--- src/rtl/mem_port_arbiter.sv ---
// ----------------------------------------------------------------------------
// mem_port_arbiter
//
// Shares one memory port between instruction fetch (F) and load/store data (D).
// D normally has priority. A streak counter tracks consecutive D grants made
// while F was waiting, and forces an F grant once the streak reaches
// MAX_D_STREAK, so fetch always makes progress. Only one access is in flight
// at a time, and every output is registered.
//
// Access sequence (edge 0 = the IDLE edge that samples the requests):
//   IDLE   -> SETUP  : winner chosen, address/we/wdata latched into mem* regs
//   SETUP  -> ACCESS : memEn rises at edge 1
//   ACCESS -> DONE   : on memReady, or on timeout when ARB_TIMEOUT_EN is defined
//   DONE   -> IDLE   : the winner's ack is high for exactly this one cycle
//
// Optional feature macro: ARB_TIMEOUT_EN
//   Defined   : ACCESS gives up after TIMEOUT_CYC cycles without memReady.
//               The winner is acked with zero read data, and the sticky
//               timeoutErr flag is set until reset.
//   Undefined : ACCESS waits indefinitely and timeoutErr is tied low.
//
// Ports
//   clk, rstN                   clock and synchronous active-low reset
//   fReq/fAddr                  fetch request (held until fAck) and its address
//   fRdata/fAck                 fetch read data and one-cycle completion pulse
//   dReq/dWe/dAddr/dWdata       data request: 1 = store, 0 = load
//   dRdata/dAck                 load data and one-cycle completion pulse
//   memEn/memWe/memAddr/memWdata  memory-side access strobe and payload
//   memRdata/memReady           memory read data and completion strobe
//   grantId                     owner of the current access: 0 = F, 1 = D
//   busy                        high whenever the FSM is not IDLE
//   timeoutErr                  sticky timeout flag
// ----------------------------------------------------------------------------
module mem_port_arbiter #(
    parameter int unsigned AW           = 16,
    parameter int unsigned DW           = 32,
    parameter int unsigned MAX_D_STREAK = 4,
    parameter int unsigned TIMEOUT_CYC  = 64
) (
    input  logic          clk,
    input  logic          rstN,
    input  logic          fReq,
    input  logic [AW-1:0] fAddr,
    output logic [DW-1:0] fRdata,
    output logic          fAck,
    input  logic          dReq,
    input  logic          dWe,
    input  logic [AW-1:0] dAddr,
    input  logic [DW-1:0] dWdata,
    output logic [DW-1:0] dRdata,
    output logic          dAck,
    output logic          memEn,
    output logic          memWe,
    output logic [AW-1:0] memAddr,
    output logic [DW-1:0] memWdata,
    input  logic [DW-1:0] memRdata,
    input  logic          memReady,
    output logic          grantId,
    output logic          busy,
    output logic          timeoutErr
);

    // Reject out-of-range configurations at elaboration time.
    if (MAX_D_STREAK > 15) begin : g_bad_max_d_streak
        $error("mem_port_arbiter: MAX_D_STREAK must be in 0..15");
    end
    if ((TIMEOUT_CYC < 1) || (TIMEOUT_CYC > 255)) begin : g_bad_timeout_cyc
        $error("mem_port_arbiter: TIMEOUT_CYC must be in 1..255");
    end

    localparam logic [1:0] ST_IDLE   = 2'd0;
    localparam logic [1:0] ST_SETUP  = 2'd1;
    localparam logic [1:0] ST_ACCESS = 2'd2;
    localparam logic [1:0] ST_DONE   = 2'd3;

    localparam logic [3:0] STREAK_MAX = 4'(MAX_D_STREAK);
    localparam logic [3:0] STREAK_SAT = 4'hF;
    localparam logic       FORCE_EN   = (MAX_D_STREAK != 0);

    logic [1:0]    state_q,     state_d;
    logic [3:0]    streak_q,    streak_d;
    logic          grant_q,     grant_d;
    logic          mem_en_q,    mem_en_d;
    logic          mem_we_q,    mem_we_d;
    logic [AW-1:0] mem_addr_q,  mem_addr_d;
    logic [DW-1:0] mem_wdata_q, mem_wdata_d;
    logic [DW-1:0] f_rdata_q,   f_rdata_d;
    logic [DW-1:0] d_rdata_q,   d_rdata_d;
    logic          f_ack_q,     f_ack_d;
    logic          d_ack_q,     d_ack_d;
    logic          busy_q,      busy_d;
    logic          pick_f;

`ifdef ARB_TIMEOUT_EN
    // Last value of the ACCESS cycle counter before the access is abandoned.
    localparam logic [7:0] TO_LAST = 8'(TIMEOUT_CYC - 1);

    logic [7:0] to_cnt_q, to_cnt_d;
    logic       to_err_q, to_err_d;
`endif

    always_comb begin
        // NOTE: every signal written here gets a default first, so no path
        // through the case statement leaves one unassigned (no inferred latch).
        state_d     = state_q;
        streak_d    = streak_q;
        grant_d     = grant_q;
        mem_en_d    = mem_en_q;
        mem_we_d    = mem_we_q;
        mem_addr_d  = mem_addr_q;
        mem_wdata_d = mem_wdata_q;
        f_rdata_d   = f_rdata_q;
        d_rdata_d   = d_rdata_q;
        f_ack_d     = 1'b0;
        d_ack_d     = 1'b0;
        pick_f      = 1'b0;
`ifdef ARB_TIMEOUT_EN
        to_cnt_d    = to_cnt_q;
        to_err_d    = to_err_q;
`endif

        case (state_q)
            ST_IDLE: begin
                if (fReq || dReq) begin
                    // D wins a tie unless F has waited through MAX_D_STREAK D grants.
                    pick_f  = fReq && (!dReq || (FORCE_EN && (streak_q == STREAK_MAX)));
                    state_d = ST_SETUP;
                    grant_d = !pick_f;
                    if (pick_f) begin
                        mem_we_d    = 1'b0;
                        mem_addr_d  = fAddr;
                        mem_wdata_d = '0;
                        streak_d    = '0;
                    end else begin
                        mem_we_d    = dWe;
                        mem_addr_d  = dAddr;
                        mem_wdata_d = dWdata;
                        // The streak only grows while F is actually being held off.
                        if (fReq && (streak_q != STREAK_SAT)) begin
                            streak_d = streak_q + 4'd1;
                        end
                    end
                end
            end

            ST_SETUP: begin
                state_d  = ST_ACCESS;
                mem_en_d = 1'b1;
`ifdef ARB_TIMEOUT_EN
                to_cnt_d = '0;
`endif
            end

            ST_ACCESS: begin
                if (memReady) begin
                    state_d  = ST_DONE;
                    mem_en_d = 1'b0;
                    mem_we_d = 1'b0;
                    f_ack_d  = !grant_q;
                    d_ack_d  = grant_q;
                    // A store leaves the load-data register untouched.
                    if (!grant_q) begin
                        f_rdata_d = memRdata;
                    end else if (!mem_we_q) begin
                        d_rdata_d = memRdata;
                    end
                end
`ifdef ARB_TIMEOUT_EN
                else if (to_cnt_q == TO_LAST) begin
                    // Abandon the access: ack the winner with zero data and flag it.
                    state_d  = ST_DONE;
                    mem_en_d = 1'b0;
                    mem_we_d = 1'b0;
                    f_ack_d  = !grant_q;
                    d_ack_d  = grant_q;
                    to_err_d = 1'b1;
                    if (!grant_q) begin
                        f_rdata_d = '0;
                    end else begin
                        d_rdata_d = '0;
                    end
                end else begin
                    to_cnt_d = to_cnt_q + 8'd1;
                end
`endif
            end

            ST_DONE: begin
                state_d = ST_IDLE;
            end

            default: begin
                state_d = ST_IDLE;
            end
        endcase

        busy_d = (state_d != ST_IDLE);
    end

    // NOTE: sequential state is updated with non-blocking assignments only, so
    // every flop samples the pre-edge value of every other flop.
    always_ff @(posedge clk) begin
        if (!rstN) begin
            state_q     <= ST_IDLE;
            streak_q    <= '0;
            grant_q     <= 1'b0;
            mem_en_q    <= 1'b0;
            mem_we_q    <= 1'b0;
            mem_addr_q  <= '0;
            mem_wdata_q <= '0;
            f_rdata_q   <= '0;
            d_rdata_q   <= '0;
            f_ack_q     <= 1'b0;
            d_ack_q     <= 1'b0;
            busy_q      <= 1'b0;
        end else begin
            state_q     <= state_d;
            streak_q    <= streak_d;
            grant_q     <= grant_d;
            mem_en_q    <= mem_en_d;
            mem_we_q    <= mem_we_d;
            mem_addr_q  <= mem_addr_d;
            mem_wdata_q <= mem_wdata_d;
            f_rdata_q   <= f_rdata_d;
            d_rdata_q   <= d_rdata_d;
            f_ack_q     <= f_ack_d;
            d_ack_q     <= d_ack_d;
            busy_q      <= busy_d;
        end
    end

`ifdef ARB_TIMEOUT_EN
    always_ff @(posedge clk) begin
        if (!rstN) begin
            to_cnt_q <= '0;
            to_err_q <= 1'b0;
        end else begin
            to_cnt_q <= to_cnt_d;
            to_err_q <= to_err_d;
        end
    end

    assign timeoutErr = to_err_q;
`else
    assign timeoutErr = 1'b0;
`endif

    assign fRdata   = f_rdata_q;
    assign fAck     = f_ack_q;
    assign dRdata   = d_rdata_q;
    assign dAck     = d_ack_q;
    assign memEn    = mem_en_q;
    assign memWe    = mem_we_q;
    assign memAddr  = mem_addr_q;
    assign memWdata = mem_wdata_q;
    assign grantId  = grant_q;
    assign busy     = busy_q;

endmodule
--- config.mk ---
export PLATFORM = sky130hd
export DESIGN_NAME = mem_port_arbiter
export DESIGN_NICKNAME = d
export VERILOG_FILES = /design/src/rtl/mem_port_arbiter.sv
export SDC_FILE = /design/constraint.sdc
export NUM_CORES = 1
export LEC_CHECK = 0
export BUFFER_PORTS_ARGS = -buffer_cell sky130_fd_sc_hd__buf_2
export CORE_MARGIN = 2
export CORE_UTILIZATION = 45
export DETAILED_ROUTE_END_ITERATION = 12
export PLACE_DENSITY = 0.79
export SLEW_MARGIN = 20
export SYNTH_ARGS = -nofsm -noshare
export SYNTH_HDL_FRONTEND = slang
export SYNTH_SLANG_ARGS = --single-unit
--- constraint.sdc ---
create_clock -name clk -period 2.2 [get_ports clk]
set_input_delay 0.22 -clock clk [delete_from_list [all_inputs] [get_ports clk]]
set_output_delay 0.22 -clock clk [all_outputs]
set_load 0.02 [all_outputs]
; ---- Word-level counts from Yosys, hierarchy flattened
; Index checks and enable logic that the tools add are counted.
; W data, S select, Z words.
[totals]
regBits = 124
inputBits = 102
output_inout_bits = 119
elab_cells = 53
[op_classes]
addsub = 1
eq_ne = 7
n_mux = 12
bitwise_logic = 2
n_reduce_logical = 19
[op_table]
columns = operator, n
row1 = $mux W32, 1
row2 = $mux W16, 1
row3 = $reduce_and A3 Y1, 4
row4 = $mux W4, 2
row5 = $pmux W2 S4, 1
row6 = $reduce_bool A2 Y1, 4
row7 = $add A4 B1 Y4 const B, 1
row8 = $eq A2 B2 Y1 const B, 2
row9 = $eq A4 B3 Y1 const B, 1
row10 = $mux W2, 2
row11 = $ne A2 B2 Y1 const B, 2
row12 = $ne A4 B4 Y1 const B, 1
row13 = $pmux W1 S2, 2
row14 = $reduce_and A2 Y1, 2
row15 = $reduce_and A4 Y1, 1
row16 = $logic_not A1 Y1, 3
row17 = $mux W1, 3
row18 = $eq A2 B1 Y1 const B, 1
row19 = $logic_and A1 B1 Y1, 2
row20 = $logic_not A2 Y1, 1
row21 = $logic_or A1 B1 Y1, 2
row22 = $not A1 Y1, 2

; ---- Depth between registers and ports, before layout
; Gate-level depths: netlist of run 1.
[depth]
word_depth = 6
mapped_depth = 8
depth_no_buf = 6

; ---- Worst setup path before layout of run 1
; OpenSTA, ideal clock, no wires.
[synth_timing]
path_kind = flip-flop to flip-flop
start = reg streak_q[0]
end = reg mem_we_q, in the netlist memWe
setup_time_ns = 0.070
t_arrival_ns = 1.690
setup_slack_ns = 0.440
stages_incl_launch_ff = 8
period_less_slack_ns = 1.760
cell_sequence = dfxtp_1 > inv_1 > ha_1 > and3b_1 > o21a_1 > buf_6 > or4b_1 > a21oi_1
[synth_between]
elab_chain_len = 6
[synth_lines]
columns = item, line
row1 = from (decl), 81  ; logic [3:0] streak_q, streak_d;
row2 = from (signal assigned), 218  ; streak_q <= streak_d;
row3 = $eq A4 B3 Y1, 126  ; pick_f = fReq && (!dReq || (FORCE_EN && (streak_q == STREAK_MAX)));
row4 = $logic_or A1 B1 Y1, 126
row5 = $logic_and A1 B1 Y1, 126
row6 = $mux W1, 129  ; if (pick_f) begin
row7 = $mux W1, 124  ; if (fReq || dReq) begin
row8 = $pmux W1 S2, 122  ; case (state_q)
row9 = to (signal assigned), 221  ; mem_we_q <= mem_we_d;
row10 = to (decl), 84  ; logic mem_we_q, mem_we_d;
; No other way between the ends. The select of a mux whose other input is x is not followed.
; A chain may end at the register's enable or synchronous reset.

; ---- Worst setup path in the final report of run 1
[layout_timing]
start = reg streak_q[0]
end = reg mem_addr_q[11], in the netlist memAddr[11]
[layout_between]
elab_chain_len = 4
[layout_lines]
columns = item, line
row1 = $eq A4 B3 Y1, 126
row2 = $logic_or A1 B1 Y1, 126
row3 = $logic_and A1 B1 Y1, 126
row4 = $mux W16, 129
row5 = to (signal assigned), 222  ; mem_addr_q <= mem_addr_d;
row6 = to (decl), 85  ; logic [AW-1:0] mem_addr_q, mem_addr_d;
; No other way between the ends.

==> results of run 1 <==
-- cell usage in the layout (no fill, tap or decap), types with 2 or more instances in the layout --
cell type / n
sky130_fd_sc_hd__buf_2: 219
sky130_fd_sc_hd__nand2_1: 170
sky130_fd_sc_hd__dfxtp_1: 123
sky130_fd_sc_hd__dlygate4sd3_1: 96
sky130_fd_sc_hd__a21oi_1: 67
sky130_fd_sc_hd__nor2_1: 39
sky130_fd_sc_hd__a22oi_1: 32
sky130_fd_sc_hd__o21ai_0: 18
sky130_fd_sc_hd__a31oi_1: 17
sky130_fd_sc_hd__clkbuf_16: 16
sky130_fd_sc_hd__buf_4: 7
sky130_fd_sc_hd__inv_1: 5
sky130_fd_sc_hd__clkinv_2: 5
sky130_fd_sc_hd__clkbuf_8: 5
sky130_fd_sc_hd__ha_1: 4
sky130_fd_sc_hd__clkbuf_1: 3
sky130_fd_sc_hd__nor2_2: 2
sky130_fd_sc_hd__or2_2: 2
sky130_fd_sc_hd__nand3_1: 2
sky130_fd_sc_hd__and2_1: 2
sky130_fd_sc_hd__nor2b_1: 2
sky130_fd_sc_hd__bufinv_16: 2
-- cell type report --
class,count,area share [%]
diodes,1,0.03467
clock buffers,24,6.657
clock inverters,7,1.214
inverters,6,0.3294
multi-input cells,376,25.38
flip-flops and latches,124,34.41
well taps,133,2.306
repair buffers,324,29.66
-- metal layers --
metal  up-vias  global-route usage [%]  share of wire [%]
li1       2442                       -                  -
met1      2302                   29.73                 39
met2       219                   44.70                 51
met3        44                   7.111                6.9
met4         0                   13.51                3.3
met5         -                       0                  0
-- through the flow --
stage	setup slack, ns	hold slack (ns)	total power [mW]
2_1_floorplan	0.4397	0.3560	3.353
5_1_grt	0.004569	0.08343	6.874
4_1_cts	0.05613	0.04446	6.578
3_5_place_dp	0.3961	0.4441	3.789
6_report	0.1295	0.06209	6.567
3_3_place_gp	0.4845	0.4392	3.746
-- logic make-up (layout without fill, tap and decap cells) --
group | Yosys count | after routing | share of synthesized area (%)
simple gates | 224 | 224 | 19.58
compound gates | 145 | 145 | 19.05
flops | 124 | 124 | 55.40
buf+inv | 48 | 361 | 4.272
fa+ha+maj | 5 | 5 | 1.396
other cells | 1 | 2 | 0.08370
mux | 1 | 1 | 0.2234
-- critical path, cell delays in order (launching register included) --
cell	delay (ns)
sky130_fd_sc_hd__dfxtp_2	0.35
sky130_fd_sc_hd__inv_1	0.06
sky130_fd_sc_hd__ha_1	0.18
sky130_fd_sc_hd__and3b_1	0.24
sky130_fd_sc_hd__o21a_1	0.22
sky130_fd_sc_hd__buf_6	0.17
sky130_fd_sc_hd__nand2_1	0.07
sky130_fd_sc_hd__a31oi_1	0.08
sky130_fd_sc_hd__dlygate4sd3_1	0.58
-- timing repair --
item | in CTS | in global routing
endpoints found under the setup margin | 0 | 7
hold buffers | 96 | 0
setup buffers | 0 | 0
resized for setup | 0 | 4
endpoints found under the hold margin | 112 | 0
-- where the power goes --
group          leakage [nW]  total [mW]  internal [mW]  switching [mW]
clock                 0.281        2.63           1.72           0.909
sequential             1.01        2.57           2.46           0.110
combinational          2.03        1.38          0.553           0.823
-- registers in the layout, summed over array words and instances, names as in the netlist --
register and cells:
dRdata 32, memWdata 32, state_q 2, dAck 1, fAck 1, memWe 1
busy 1, streak_q 4, grantId 1, memAddr 16, memEn 1, fRdata 32
-- worst paths after layout --
check / to / slack [ns]
min: dAck / 0.06
min reg2reg: fRdata[18] / 0.45
max: memAddr[11] / 0.13
max reg2reg: memAddr[11] / 0.13
==> results by stage, run 1 <==
Run status:
- The flow ran to the end, and the final reports show no timing, DRC or antenna violations.

Layout:
- After routing the design area is 7217 sq um.
- Cells with a size suffix above 1 make up 31.01% of the layout.
- The filler cells instantiated in the layout total 676.
- From synthesis to final layout, the design area changed by 61.07%.
- The final instance count without filler cells is 995.
- The sequential cell area in the final layout is 2484 sq um.
- The multi-input combinational cells in the finished layout cover a total of 1832 sq um.
- At the end of the flow the core is filled with cells to 74.18%.
- The post-layout net count is 956.

Logic synthesis:
- Synthesis handed over a netlist of 548 instances.
- The most used standard cell by instance count after synthesis is sky130_fd_sc_hd__nand2_1.
- For this run, the leading register cell type out of synthesis is sky130_fd_sc_hd__dfxtp_1.
- By count the netlist is led by 170 x sky130_fd_sc_hd__nand2_1, 124 x sky130_fd_sc_hd__dfxtp_1, 68 x sky130_fd_sc_hd__a21oi_1, 41 x sky130_fd_sc_hd__nor2_1, 39 x sky130_fd_sc_hd__clkbuf_1.
- Yosys mapped a number of flops with a built-in enable equal to 0.
- Ranked by total cell area, the synthesized netlist is headed by sky130_fd_sc_hd__dfxtp_1 55%, sky130_fd_sc_hd__nand2_1 14%, sky130_fd_sc_hd__a21oi_1 7.6%, sky130_fd_sc_hd__a22oi_1 5.4%, sky130_fd_sc_hd__nor2_1 3.4%.
- The netlist area before placement is 4481 sq um.
- Synthesis instantiated 34 different standard cells from the library.
- The post-synthesis register bit count is 124.
- The number of synthesis warnings is 0.
- For this run, the register share of the synthesized area comes to 55.40%.
- sky130_fd_sc_hd__dfxtp_1 takes more of the synthesized area than any other cell.
- After synthesis, the share of flip-flops with an asynchronous set or reset is 0%.
- The share of synthesized area in the top cell type comes to 55.40%.
- The total nets after synthesis is 655.
- A synthesized cell averages 8.176 sq um.

Floorplanning:
- The count of pins on the block boundary is 221.
- The floorplan step set the die width to 103.8 um.
- The effective utilization at floorplan is 46.05%.
- The height of the die is 103.8 um.
- The total die area is 10770 sq um.
- The floorplan row count is 36.
- The floorplan step defined a core boundary enclosing 9729 sq um.

Placed design:
- The total placed instance area is 5670 sq um.
- The number of port buffers is 219.
- Routability-driven placement finished with a final weighted congestion of 0.8437.
- The post-DP HPWL is 8283 um.
- The number of placed instances, taps included, is 867.

Drt:
- The first TritonRoute pass finished after 5 iterations.
- Across all layers, the routed design uses 5007 vias.
- The DRC marker count from the first detailed-route iteration is 264.
- Summed over all layers, the routed wires come to 14010 um.
- The average via count per standard cell is 5.032.
- The per-cell routed wire length is 14.08 um.
- Once detail routing completed, the nets flagged for antenna violations numbered 0.
- The total DRC errors in the routed layout is 0.

Min path:
- The type of the worst min-delay path is primary input to flop.
- Along the worst hold path, the cell count comes to 3.
- In this run the most critical hold path is launched from memReady.

Timing:
- Headroom to the max-slew limit came out at 58.18%.
- At the pin with the least slew margin, the transition time is 0.6273 ns.
- Setup repair after global routing left no endpoint under its margin.
- The worst path uses 94.11% of the clock period.
- The post-layout minimum cycle time is 2.070 ns.
- Adding up every negative setup slack in the final design gives 0 ns.
- Between clock sinks in the finished design, the worst skew comes to 0.006718 ns.
- The peak clock frequency supported by timing is 483.0 MHz.
- The count of final max-slew check failures is 0.
- The number of failing hold endpoints at the final stage was 0.
- The number of setup violations in the final report is 0.

Pwr:
- Across the VDD grid, the largest voltage drop is 0.4321 mV.
- The analysis attributes to cell leakage a power of 3.317 nW.
- The power density normalized to cell area is 910.0 nW/um^2.

Worst setup path:
- The type of origin of the critical path is a flop.
- The element type at the critical path end is a flop.
- The required time of the critical path is 2.59 ns.
- The biggest fanout along the worst timing path is 17.
- The type of the worst setup path is flop to flop.
- In this run the worst setup path begins at streak_q[0].
- Measured in cells, the most critical reg-to-reg path has a length of 8.
- Data arrives at the worst endpoint at 2.46 ns.
- The startpoint identified for the worst register-to-register timing path is streak_q[0].

CTS:
- The clock passes through at most 2 buffers.
- Counting the buffers created by CTS gives 17.
- The clock sink total is 124.
- TritonCTS built the clock tree.
- The clock slew at the register clock pins of the worst setup and hold paths is 0.06 ns.
- The number of H-tree levels is 4.
- The tree is rooted in a sky130_fd_sc_hd__clkbuf_8.
- The clock reaches the later pin of the worst-skew pair after 0.50 ns.

GRT:
- The number of global-route vias before repair came to 4940.
- Entering global routing, the biggest net connects 49 pins.
- The number of antenna violations at the first check in global routing is 1.
- The wire length of the first global-routing pass is 23020 um.
- After global routing the overflow that remains totals 0.
- The total global-route track usage is 26.07%.

Flow run:
- Across the run, the number of max-cap violations was 0.
Power figures use the tool's default switching activity.
==> inputs of run 2 (changes only) <==
- CORE_MARGIN: 2 -> 4
==> results by stage, run 2 (synthesized netlist as in run 1, its figures left out) <==
Drt:
- The remaining number of nets flagged by the antenna check after routing was 0 (unchanged).
- The total DRC errors in the routed layout is 0 (unchanged).
- The wire length on met3 is 1038 um (+8.1%).
- The sum of routed wire segments on met1 is 5917 um (+8.6%).
- The wire length reported by the detailed router is 14880 um (+6.2%).
- The average via count per standard cell was 5.086 (+1.1%).
- The number of search-and-repair iterations in the first detailed-routing pass is 6 (+1).
- The per-cell routed wire length was 14.93 um (+6.0%).
- The highest signal layer in the routed design is met4.
- The overall via count from detail_route is 5071 (+1.3%).
- The length of routed met2 wiring is 7609 um (+6.7%).
- The DRC marker count from the first detailed-route iteration is 341 (+29%).

GRT:
- The number of antenna violations at the first check in global routing is 0 (-1).
- The remaining global-route overflow is 0 (unchanged).
- The largest net degree at the start of global routing is 48 (-2.0%).
- The number of global-route vias before repair is 4917 (-0.47%).
- The total global-route track usage is 25.10% (-0.96 points).
- The wire length of the first global-routing pass is 23400 um (+1.7%).

Pwr:
- The worst supply voltage drop on vdd is 0.5940 mV (+37%).
- The power density normalized to cell area came to 923.5 nW/um^2 (+1.5%).
- The total power was 6.706 mW (+2.1%).
- The share of power burned in combinational logic was 20.8% (-0.2 points).
- The standby leakage power is 3.335 nW (+0.54%).
- The switching power summed over all nets came to 1.907 mW (+3.5%).
- The register share of total power is 38.3% (-0.8 points).
- The internal power component came to 4.799 mW (+1.6%).
- The power share of the clock group is 40.9% (+0.9 points).
- The switching fraction of total power is 28.44% (+0.38 points).

Floorplanning:
- The die outline width is 107.8 um (+3.9%).
- The floorplan row count came to 36 (unchanged).
- The standard cell core area is 9729 sq um (unchanged).
- The effective utilization at floorplan came to 46.05% (unchanged).
- The height of the die was 107.8 um (+3.9%).
- The count of pins on the block boundary is 221 (unchanged).
- The total die area is 11620 sq um (+7.9%).

Min path:
- The count of cells along the worst hold path is 3 (unchanged).
- The type of the worst min-delay path is primary input to flop.
- The worst hold path terminates at memWe.
- The worst hold path begins at dWe.

Timing:
- The worst-case clock skew came to 0.01531 ns (+0.008595 ns).
- The final critical-path setup slack is 0.09717 ns (-0.03234 ns).
- The final cycle utilization of the critical path is 95.58% (+1.5 points).
- The transition time at the pin with the least slew margin is 0.6438 ns (+0.01651 ns).
- The post-layout minimum cycle time was 2.103 ns (+0.03234 ns).
- The count of final max-slew check failures is 0 (unchanged).
- The number of setup violations in the final report came to 0 (unchanged).
- The peak clock frequency supported by timing is 475.6 MHz (-1.5%).
- The summed negative setup slack over all endpoints came to 0 ns (unchanged).
- The worst slew margin relative to its limit came to 57.08% (-1.1 points).
- Setup repair after global routing left no endpoint under its margin.
- The number of failing hold endpoints at the final stage came to 0 (unchanged).

Layout:
- The post-layout utilization of the core was 74.64% (+0.46 points).
- The share of post-route cells with drive strength above 1 is 31.52% (+0.51 points).
- The final instance count without filler cells is 997 (+0.20%).
- Relative to the synthesized area, the layout overhead comes to 62.08%.
- The most common cell after layout, fill and taps aside is sky130_fd_sc_hd__buf_2.
- The library cells used most frequently in the layout, excluding fill and tap cells, are 219 x sky130_fd_sc_hd__buf_2, 170 x sky130_fd_sc_hd__nand2_1, 122 x sky130_fd_sc_hd__dfxtp_1, 96 x sky130_fd_sc_hd__dlygate4sd3_1, 67 x sky130_fd_sc_hd__a21oi_1.
- The post-layout net count is 957 (+0.10%).

CTS:
- The total clock buffers created by CTS is 17 (unchanged).
- TritonCTS built the clock tree.
- The clock sink total was 124 (unchanged).
- The insertion delay of the later-clocked pin in the worst-skew pair is 0.50 ns (about the same).
- The largest buffer count on any clock path is 2 (unchanged).
- The clock slew at the register clock pins of the worst setup and hold paths is 0.06 ns (about the same).
- The number of H-tree levels came to 4 (unchanged).
- The cell sitting at the root of the clock tree is a sky130_fd_sc_hd__clkbuf_8.

Worst setup path:
- The biggest fanout along the worst timing path is 17 (unchanged).
- The register-to-register setup slack was 0.1 ns (-0.03 ns).
- The arrival time of data at the critical path endpoint is 2.49 ns (+0.03 ns).
- The worst setup path is launched from a flop.
- The required time of the critical path is 2.59 ns (about the same).
- The element type at the critical path end is a flop.
- The startpoint identified for the worst register-to-register timing path is streak_q[0].
- The end of the worst register-to-register path is memAddr[0].
- The worst setup path is of the flop to flop kind.
- The path depth of the worst reg2reg path came to 8 (unchanged).

Placed design:
- The cell total after placement is 868 (+0.12%).
- The post-DP HPWL is 9077 um (+9.6%).
- The worst setup slack after placement is 0.3805 ns (-0.01562 ns).
- The number of port buffers was 219 (unchanged).
- The last weighted congestion value of the routability-driven placer was 0.7685 (-8.9%).

Flow run:
- The count of max-cap constraint violations is 0 (unchanged).

Run status:
- The run finished with clean final reports.
run 2: repair_timing:
action / in CTS / in global routing
gates resized for setup: 0 / 6
buffers inserted: 0 / 0
endpoints found under the setup margin: 0 / 8
hold buffers: 96 / 0
hold endpoints to repair: 111 / 0
run 2: final cells by class:
| cell class | count | area (sq um) |
|---|---|---|
| Timing Repair Buffer | 325 | 2161 |
| Tap cell | 133 | 166.4 |
| Inverter | 6 | 22.52 |
| Clock inverter | 11 | 142.6 |
| Sequential cell | 124 | 2485 |
| Clock buffer | 21 | 449.2 |
| Multi-Input combinational cell | 376 | 1833 |
| Antenna cell | 1 | 2.502 |
| Fill cell | 696 | 2467 |
run 2: stage by stage:
step,hold WS (ns),instance area (sq um)
4_1_cts,0.03451,7242
5_1_grt,0.05995,7259
3_3_place_gp,0.4382,5689
6_report,0.06248,7262
3_5_place_dp,0.4446,5689
2_1_floorplan,0.3560,4481
run 2: worst max-delay path by stage:
stage	startpoint	endpoint	slack, ns	depth (start not counted)
detailed placement	state_q[0]	dRdata[9]	0.38	6
floorplan	streak_q[0]	memWe	0.44	7
global placement	state_q[0]	dRdata[21]	0.49	6
CTS	streak_q[0]	memAddr[2]	0.04	7
global route	streak_q[0]	memAddr[1]	0.006	8
finish	streak_q[0]	memAddr[0]	0.1	8
run 2: routing by layer:
layer  GRT usage [%]  vias to the layer above
li1                -                     2440
met3           6.719                       41
met5               0                        -
met1           28.82                     2353
met4           9.378                        0
met2           44.40                      237
run 2: power by group through the flow:
stage | clock network (mW) | registers [mW] | logic (mW)
final | 2.74 | 2.57 | 1.39
after global routing | 2.89 | 2.59 | 1.52
after CTS | 2.79 | 2.56 | 1.37
after detailed placement | 0 | 2.61 | 1.20
after global placement | 0 | 2.60 | 1.17
after floorplan | 0 | 2.83 | 0.522
run 2: critical path, stage by stage, from the launching register on:
cell and delay (ns):
sky130_fd_sc_hd__dfxtp_2 0.35, sky130_fd_sc_hd__inv_1 0.06, sky130_fd_sc_hd__ha_1 0.20, sky130_fd_sc_hd__and3b_2 0.25, sky130_fd_sc_hd__o21a_1 0.19, sky130_fd_sc_hd__buf_4 0.20
sky130_fd_sc_hd__nand2_1 0.09, sky130_fd_sc_hd__a31oi_1 0.08, sky130_fd_sc_hd__dlygate4sd3_1 0.56
